## config.mk

```make
export PLATFORM = sky130hd
export DESIGN_NAME = memarb
export DESIGN_NICKNAME = d
export VERILOG_FILES = /design/src/rtl/memarb_pkg.sv /design/src/rtl/memarb_fsm.sv /design/src/rtl/memarb.sv
export SDC_FILE = /design/constraint.sdc
export NUM_CORES = 1
export LEC_CHECK = 0
export ABC_AREA = 1
export CAP_MARGIN = 30
export CORE_MARGIN = 1.5
export CORE_UTILIZATION = 22
export DETAILED_ROUTE_END_ITERATION = 10
export HOLD_SLACK_MARGIN = 0.05
export PLACE_DENSITY_LB_ADDON = 0.2
export SYNTH_ARGS = -nofsm -noshare
export SYNTH_HDL_FRONTEND = slang
export SYNTH_SLANG_ARGS = --single-unit
```

## constraint.sdc

```tcl
create_clock -name clk -period 1.6 [get_ports clk]
set_input_delay 0.32 -clock clk [delete_from_list [all_inputs] [get_ports clk]]
set_output_delay 0.32 -clock clk [all_outputs]
set_load 0.05 [all_outputs]
```

## src/rtl/memarb_pkg.sv

```systemverilog
// Shared types for the memory arbiter: address/data widths, arbiter state and read-return owner.
package common_types;

  typedef logic [15:0] addr_t;
  typedef logic [7:0]  data_t;

  typedef enum logic [1:0] {
    ARB_IDLE     = 2'd0,
    ARB_CPU      = 2'd1,
    ARB_DMA_LOCK = 2'd2
  } arb_state_t;

  typedef enum logic [1:0] {
    RD_NONE = 2'd0,
    RD_CPU  = 2'd1,
    RD_DMA  = 2'd2
  } rd_owner_t;

  typedef struct packed {
    logic  en;
    logic  we;
    addr_t addr;
    data_t wdata;
  } mem_cmd_t;

  localparam mem_cmd_t MEM_CMD_IDLE = '{en: 1'b0, we: 1'b0, addr: '0, wdata: '0};

  function automatic mem_cmd_t make_cmd(input logic we, input addr_t addr, input data_t wdata);
    mem_cmd_t c;
    c.en    = 1'b1;
    c.we    = we;
    c.addr  = addr;
    c.wdata = wdata;
    return c;
  endfunction

endpackage

```

## src/rtl/memarb_fsm.sv

```systemverilog
// Grant logic for the CPU/DMA arbiter: owner state, DMA bus lock and (with
// MEMARB_STARVE_GUARD_EN) the DMA starvation counter.
module memarb_fsm
  import common_types::*;
#(
  parameter int STARVE_MAX = 8
) (
  input  logic       clk,
  input  logic       rst_n,
  input  logic       i_cpu_req,
  input  logic       i_dma_req,
  input  logic       i_dma_lock,
  output logic       o_cpu_gnt,
  output logic       o_dma_gnt,
  output arb_state_t o_state
);

  if (STARVE_MAX < 1 || STARVE_MAX > 255) begin : g_bad_starve_max
    $error("memarb_fsm: STARVE_MAX must be in 1..255");
  end

  arb_state_t r_state;
  arb_state_t w_state_nxt;
  logic       w_cpu_gnt;
  logic       w_dma_gnt;
  logic       w_force_dma;

`ifdef MEMARB_STARVE_GUARD_EN
  localparam logic [7:0] STARVE_CNT_MAX = 8'(STARVE_MAX);

  logic [7:0] r_starve_cnt;

  // Counts refused DMA cycles; reaching the limit forces the next grant to DMA.
  always_ff @(posedge clk or negedge rst_n) begin
    if (!rst_n) begin
      r_starve_cnt <= 8'd0;
    end else if (!i_dma_req || w_dma_gnt) begin
      r_starve_cnt <= 8'd0;
    end else if (r_starve_cnt != STARVE_CNT_MAX) begin
      r_starve_cnt <= r_starve_cnt + 8'd1;
    end
  end

  assign w_force_dma = i_dma_req && (r_starve_cnt == STARVE_CNT_MAX);
`else
  assign w_force_dma = 1'b0;
`endif

  always_ff @(posedge clk or negedge rst_n) begin
    if (!rst_n) begin
      r_state <= ARB_IDLE;
    end else begin
      r_state <= w_state_nxt;
    end
  end

  always_comb begin
    w_cpu_gnt   = 1'b0;
    w_dma_gnt   = 1'b0;
    w_state_nxt = ARB_IDLE;
    if (rst_n) begin
      if (r_state == ARB_DMA_LOCK && i_dma_req && i_dma_lock) begin
        w_dma_gnt   = 1'b1;
        w_state_nxt = ARB_DMA_LOCK;
      end else begin
        if (w_force_dma) begin
          w_dma_gnt = 1'b1;
        end else if (i_cpu_req) begin
          w_cpu_gnt = 1'b1;
        end else if (i_dma_req) begin
          w_dma_gnt = 1'b1;
        end
        // Leaving a lock always lands in IDLE, even if this cycle grants someone.
        if (r_state == ARB_DMA_LOCK) begin
          w_state_nxt = ARB_IDLE;
        end else if (w_dma_gnt && i_dma_lock) begin
          w_state_nxt = ARB_DMA_LOCK;
        end else if (w_cpu_gnt) begin
          w_state_nxt = ARB_CPU;
        end else begin
          w_state_nxt = ARB_IDLE;
        end
      end
    end
  end

  assign o_cpu_gnt = w_cpu_gnt;
  assign o_dma_gnt = w_dma_gnt;
  assign o_state   = r_state;

endmodule

```

## src/rtl/memarb.sv

```systemverilog
// Two-port arbiter sharing one synchronous RAM port between the CPU and a DMA
// requester. Optional starvation guard: MEMARB_STARVE_GUARD_EN.
module memarb
  import common_types::*;
#(
  parameter int STARVE_MAX = 8
) (
  input  logic       clk,
  input  logic       rst_n,
  input  logic       i_cpu_req,
  input  logic       i_cpu_we,
  input  addr_t      i_cpu_addr,
  input  data_t      i_cpu_wdata,
  output logic       o_cpu_gnt,
  output logic       o_cpu_rvalid,
  output data_t      o_cpu_rdata,
  input  logic       i_dma_req,
  input  logic       i_dma_we,
  input  addr_t      i_dma_addr,
  input  data_t      i_dma_wdata,
  input  logic       i_dma_lock,
  output logic       o_dma_gnt,
  output logic       o_dma_rvalid,
  output data_t      o_dma_rdata,
  output logic       o_mem_en,
  output logic       o_mem_we,
  output addr_t      o_mem_addr,
  output data_t      o_mem_wdata,
  input  data_t      i_mem_rdata,
  output arb_state_t o_dbg_state
);

  // Request/grant: a requester holds req and its fields stable until it sees
  // gnt in the same cycle; the access is taken on that clock edge. A granted
  // read returns rvalid/rdata exactly one cycle later, no back-pressure.

  logic      w_cpu_gnt;
  logic      w_dma_gnt;
  mem_cmd_t  w_mem_cmd;
  rd_owner_t r_rd_owner;

  memarb_fsm #(
    .STARVE_MAX(STARVE_MAX)
  ) u_fsm (
    .clk       (clk),
    .rst_n     (rst_n),
    .i_cpu_req (i_cpu_req),
    .i_dma_req (i_dma_req),
    .i_dma_lock(i_dma_lock),
    .o_cpu_gnt (w_cpu_gnt),
    .o_dma_gnt (w_dma_gnt),
    .o_state   (o_dbg_state)
  );

  always_comb begin
    w_mem_cmd = MEM_CMD_IDLE;
    if (w_cpu_gnt) begin
      w_mem_cmd = make_cmd(i_cpu_we, i_cpu_addr, i_cpu_wdata);
    end else if (w_dma_gnt) begin
      w_mem_cmd = make_cmd(i_dma_we, i_dma_addr, i_dma_wdata);
    end
  end

  assign o_mem_en    = w_mem_cmd.en;
  assign o_mem_we    = w_mem_cmd.we;
  assign o_mem_addr  = w_mem_cmd.addr;
  assign o_mem_wdata = w_mem_cmd.wdata;

  // Remembers who issued this cycle's read so the RAM's next-cycle data is routed back.
  always_ff @(posedge clk or negedge rst_n) begin
    if (!rst_n) begin
      r_rd_owner <= RD_NONE;
    end else if (w_cpu_gnt && !i_cpu_we) begin
      r_rd_owner <= RD_CPU;
    end else if (w_dma_gnt && !i_dma_we) begin
      r_rd_owner <= RD_DMA;
    end else begin
      r_rd_owner <= RD_NONE;
    end
  end

  assign o_cpu_gnt    = w_cpu_gnt;
  assign o_dma_gnt    = w_dma_gnt;
  assign o_cpu_rvalid = (r_rd_owner == RD_CPU);
  assign o_dma_rvalid = (r_rd_owner == RD_DMA);
  assign o_cpu_rdata  = o_cpu_rvalid ? i_mem_rdata : '0;
  assign o_dma_rdata  = o_dma_rvalid ? i_mem_rdata : '0;

endmodule

```

==> flow_metrics.py, run 1 <==
metrics = {
    "synthesis": {
        "synth_cells": 135,
        "postSynthRegisterBits": 4,
        "share_of_synthesized_area_occupied_by_flip_flops_and_latches_pct": 14.3,
        "synth_top_cell_by_area": "nand3_1",
        "mappedNetlistArea_sq_um": 701,
        "ys.warnings.count": 0,
        "post_synth_main_area_contributors": "nand3_1 36%, nand2_1 17%, dfrtp_1 14%",
        "synthesis.area_per_instance_sq_um": 5.19,
        "yosysUniqueCellTypes": 14,
        "post_synth_top_area_share_pct": 36.4,
        "synth.net_count": 198,
    },
    "die": {
        "placement_rows": 20,
        "die_h_microns": 59.4,
        "initial_core_util_pct": 23.1,
        "io-pin-count": 111,
        "die_x_microns": 59.4,
    },
    "outcome": {
        "stop_stage": "clock tree synthesis",
        "outcome": "aborted with a tool error",
        "stop_error": "[ERROR DPL-0038] Utilization greater than 100%, impossible to legalize",
    },
    "place": {
        "globalplace.congestion": 0.700,
        "detailed_place_hpwl_microns": 5000,
        "preCtsSetupSlack_ns": -0.571,
        "io_buffer_count": 110,
    },
    "cts": {
        "clock-sinks": 4,
        "cts.repair_timing.setup_buffer_count": 6,
        "clock_tree.buffer_depth": 2,
        "cts_inserted_buffers": 3,
        "htree_levels": 1,
        "cts_resized": 44,
        "clock_tree.root_cell": "clkbuf_4",
    },
}
-- stage by stage --
step | TNS (ns) | instance area, sq um | std cells | hold WS (ns) | utilization, %
after detailed placement | -14.58 | 2960 | 292 | 0.141 | 97.7
after global placement | -12.12 | 2960 | 292 | 0.135 | 97.7
after floorplan | -2.63 | 1320 | 135 | 0.0244 | -
-- cell usage after synthesis (all sizes together) --
master and number:
or2 1, nor2 19, buf 7, nand2 32
a21oi 2, clkbuf 2, nand4 1, nand3 51
clkinv 1, dfrtp 4, inv 15
-- logic make-up after synthesis --
logic type,count (synthesis),synth area share (%)
AOI/OAI and AO/OA,2,1.43
buffers and inverters,25,16.8
DFF,4,14.3
and+or+nand+nor,104,67.5
==> run 2, diff against run 1 <==
CORE_AREA = 2 2 63 65   (was not set)
CORE_MARGIN = not set   (was 1.5)
CORE_UTILIZATION = not set   (was 22)
DIE_AREA = 0 0 65 67   (was not set)
HOLD_SLACK_MARGIN = not set   (was 0.05)
PLACE_DENSITY_LB_ADDON = 0.15   (was 0.2)
==> flow_metrics.py, run 2 <==
metrics = {
    "synthesis": {
        "synth.mux.area_fraction_pct": 0,
        "synth_top_cell_by_area": "nand3_1",
        "synthesis.area_per_instance_sq_um": 5.19,
        "yosys.cell_count.top_type": "nand3_1",
        "ys.warnings.count": 0,
        "simple_gate_area_share_of_the_yosys_netlist_pct": 67.5,
        "ys_top_cells_by_count": "51 x nand3_1, 31 x nand2_1, 19 x nor2_1",
        "post_synth_main_area_contributors": "nand3_1 36%, nand2_1 17%, dfrtp_1 14%",
        "synth_xor_area_share_pct": 0,
        "synth-edff-count": 0,
        "yosysUniqueCellTypes": 14,
        "synth_adder_area_share_pct": 0,
        "largest_family_of_logic_cells_by_synthesized_area": "simple AND/OR/NAND/NOR gates",
        "synth_compound_gate_area_share_pct": 1.43,
        "synthArstFlopShare_pct": 100,
        "synthFlopType": "dfrtp_1",
        "mappedNetlistArea_sq_um": 701,
        "synth.net_count": 198,
        "post_synth_top_area_share_pct": 36.4,
        "postSynthRegisterBits": 4,
        "share_of_synthesized_area_occupied_by_flip_flops_and_latches_pct": 14.3,
        "synth_cells": 135,
    },
    "worst_setup_path": {
        "critical_path_cell_by_cell": "inv_2 -> nand4_4 -> nand2_8 -> buf_12 -> nand3_2 -> nand2_2 -> buf_12",
        "worstRegToRegCells": 5,
        "crit_top_cell": "buf_12",
        "r2r_setup_slack_ns": 0.28,
        "critical_path.reg2reg.startpoint": "u_fsm.o_state[1]",
        "critPathCaptureType": "primary output",
        "crit_fanout": 8,
        "path_delay_family": "simple AND/OR/NAND/NOR gates",
        "worstPathRequired_ns": 1.28,
        "worst-path-buf-inv": 3,
        "critical-path-max-stage-delay_ns": 0.41,
        "critical_path_top_delay_cell": "dfrtp_2",
        "reg_to_reg_critical_path_endpoint": "u_fsm.o_state[0]",
        "crit_path_start_kind": "flip-flop",
        "arrival_ns": 1.48,
        "critPathKind": "reg -> out",
    },
    "cts": {
        "worst_skew_pair.late_latency_ns": 0.21,
        "cts.clk_slew.worst_paths_ns": 0.03,
        "htree_levels": 1,
        "clock-sinks": 4,
        "clock_tree.root_cell": "clkbuf_8",
        "cts_hold_buf": 0,
        "cts_inserted_buffers": 3,
        "tritoncts_clock_tree": "built",
        "clock_tree.buffer_depth": 2,
    },
    "pwr": {
        "largest_voltage_drop_on_the_vdd_net_uv": 229,
        "power.total_w": 0.00127,
        "cellLeakagePower_nw": 1.28,
        "power_density_cells_mw_per_mm2": 387,
    },
    "detailed_routing": {
        "wirelength_met1_microns": 2080,
        "wl_met3_microns": 475,
        "route.top_layer_used": "met4",
        "firstDrtPassIters": 5,
        "detailed_route_drc_error_count": 0,
        "drt-vias-per-instance": 4.96,
        "routed_via_count": 1533,
        "initial_detailed_routing_violation_count": 65,
        "drt_wl_total_microns": 5620,
        "wl_met2_microns": 2970,
        "postRouteAntennaNets": 0,
        "wl_per_cell_microns": 18.2,
    },
    "timing": {
        "timing.final.ws_setup_ns": -0.205,
        "setup-violations-final": 36,
        "slew_headroom_pct": 78.5,
        "finalHoldViolCount": 0,
        "max_freq_mhz": 554,
        "totalNegativeSetupSlack_ns": -5.16,
        "final_period_minus_worst_setup_slack_ns": 1.80,
        "post_route_clock_period_utilization_pct": 113,
        "unrepaired_setup_endpoints_after_global_routing": "true",
        "tightestPinTransition_ns": 0.323,
        "timing.final.max_slew_violations": 0,
        "skew_ns": 0.0000934,
    },
    "die": {
        "die_outline_area_sq_mm": 0.00436,
        "core_sq_mm": 0.00361,
        "die_h_microns": 67,
        "placement_rows": 22,
        "io-pin-count": 111,
        "initial_core_util_pct": 19.4,
        "die_x_microns": 65,
    },
    "layout": {
        "layout_common_cells": "58 x clkdlybuf4s50_1, 52 x buf_12, 20 x nand3_4",
        "final_layout_size_suffix_gt1_share_pct": 62.1,
        "nets": 326,
        "layout.cells.most_common": "clkdlybuf4s50_1",
        "area_delta_synth_final_pct": 370,
        "antennaDiodeCount": 0,
        "instances_no_fill": 309,
        "finalInstanceArea_sq_mm": 0.00329,
    },
    "place": {
        "globalplace.congestion": 0.754,
        "preCtsSetupSlack_ns": -0.485,
        "io_buffer_count": 110,
        "placed_cells_incl_taps": 302,
        "detailed_place_hpwl_microns": 4110,
        "dpl_cell_area_sq_mm": 0.00306,
    },
    "min_path": {
        "min_path_type": "in -> async",
    },
    "outcome": {
        "failed_checks": "negative setup slack",
        "outcome": "finished, violations left",
    },
    "grt": {
        "number_of_global_route_vias_before_repair": 1600,
        "grt_pass1_wl_microns": 8420,
        "grt_start_max_net_pins": 19,
        "grt.total_usage_pct": 24.6,
        "antenna_found_initial": 0,
        "overflow": 0,
    },
    "run": {
        "max_cap_viol_count": 0,
    },
}
## run 2: cell counts after synthesis
Identical to the previous run, type by type.
## run 2: how the worst max path moves through the flow
stage               slack (ns)  cells after the start              from             end
floorplan                -0.21                      3     r_rd_owner[0]  o_dma_rdata[0]
global placement         -0.40                      7         i_dma_req   o_mem_addr[8]
detailed placement       -0.49                      8         i_dma_req  o_mem_wdata[7]
CTS                      -0.18                      7  u_fsm.o_state[0]   o_mem_addr[3]
global route             -0.25                      7         i_dma_req       o_cpu_gnt
finish                   -0.20                      7  u_fsm.o_state[0]  o_mem_wdata[3]
## run 2: cells by family (layout without fill, tap and decap cells)
| group | after synthesis | count (layout) |
|---|---|---|
| compound gates | 2 | 2 |
| simple gates | 104 | 104 |
| buf+inv | 25 | 151 |
| flops | 4 | 4 |
## run 2: layout make-up
type | instances | area [sq um]
timing repair buffer | 132 | 1800
multi-input combinational | 106 | 1230
fill | 137 | 312
sequential | 4 | 103
inverter | 16 | 67.6
tap | 48 | 60.1
clock buffer | 3 | 41.3
## run 2: where the power goes
group	total (W)	internal (W)	switching [W]
sequential	0.000110	0.000106	0.00000391
clock	0.000209	0.000160	0.0000486
combinational	0.000956	0.000469	0.000488
## run 2: worst register-to-register path: cells and delay by family (launching register included)
kind                   cells  cell delay [ns]
buffers and inverters      2             0.38
AO/OA/AOI/OAI              1             0.14
AND/OR/NAND/NOR            2             0.28
flip-flops                 1             0.42
## run 2: through the flow
step                utilization (%)  hold WS [ns]
global placement               84.8         0.295
finish                         91.4         0.125
floorplan                         -        0.0244
detailed placement             84.8         0.305
global route                   91.4         0.130
CTS                            90.6         0.101
## run 2: timing repair
action	4_1_cts	5_1_grt
gates resized for setup	35	4
setup buffers	3	1
pin swaps	25	11
endpoints found under the setup margin	44	41
## run 2: routing by layer
metal / up-vias / GRT usage, %
met1: 733 / 27.3
met3: 14 / 5.74
li1: 694 / -
met4: 0 / 5.05
met2: 92 / 47.3
met5: - / 0
No activity file was read; power rests on OpenSTA's default activity.
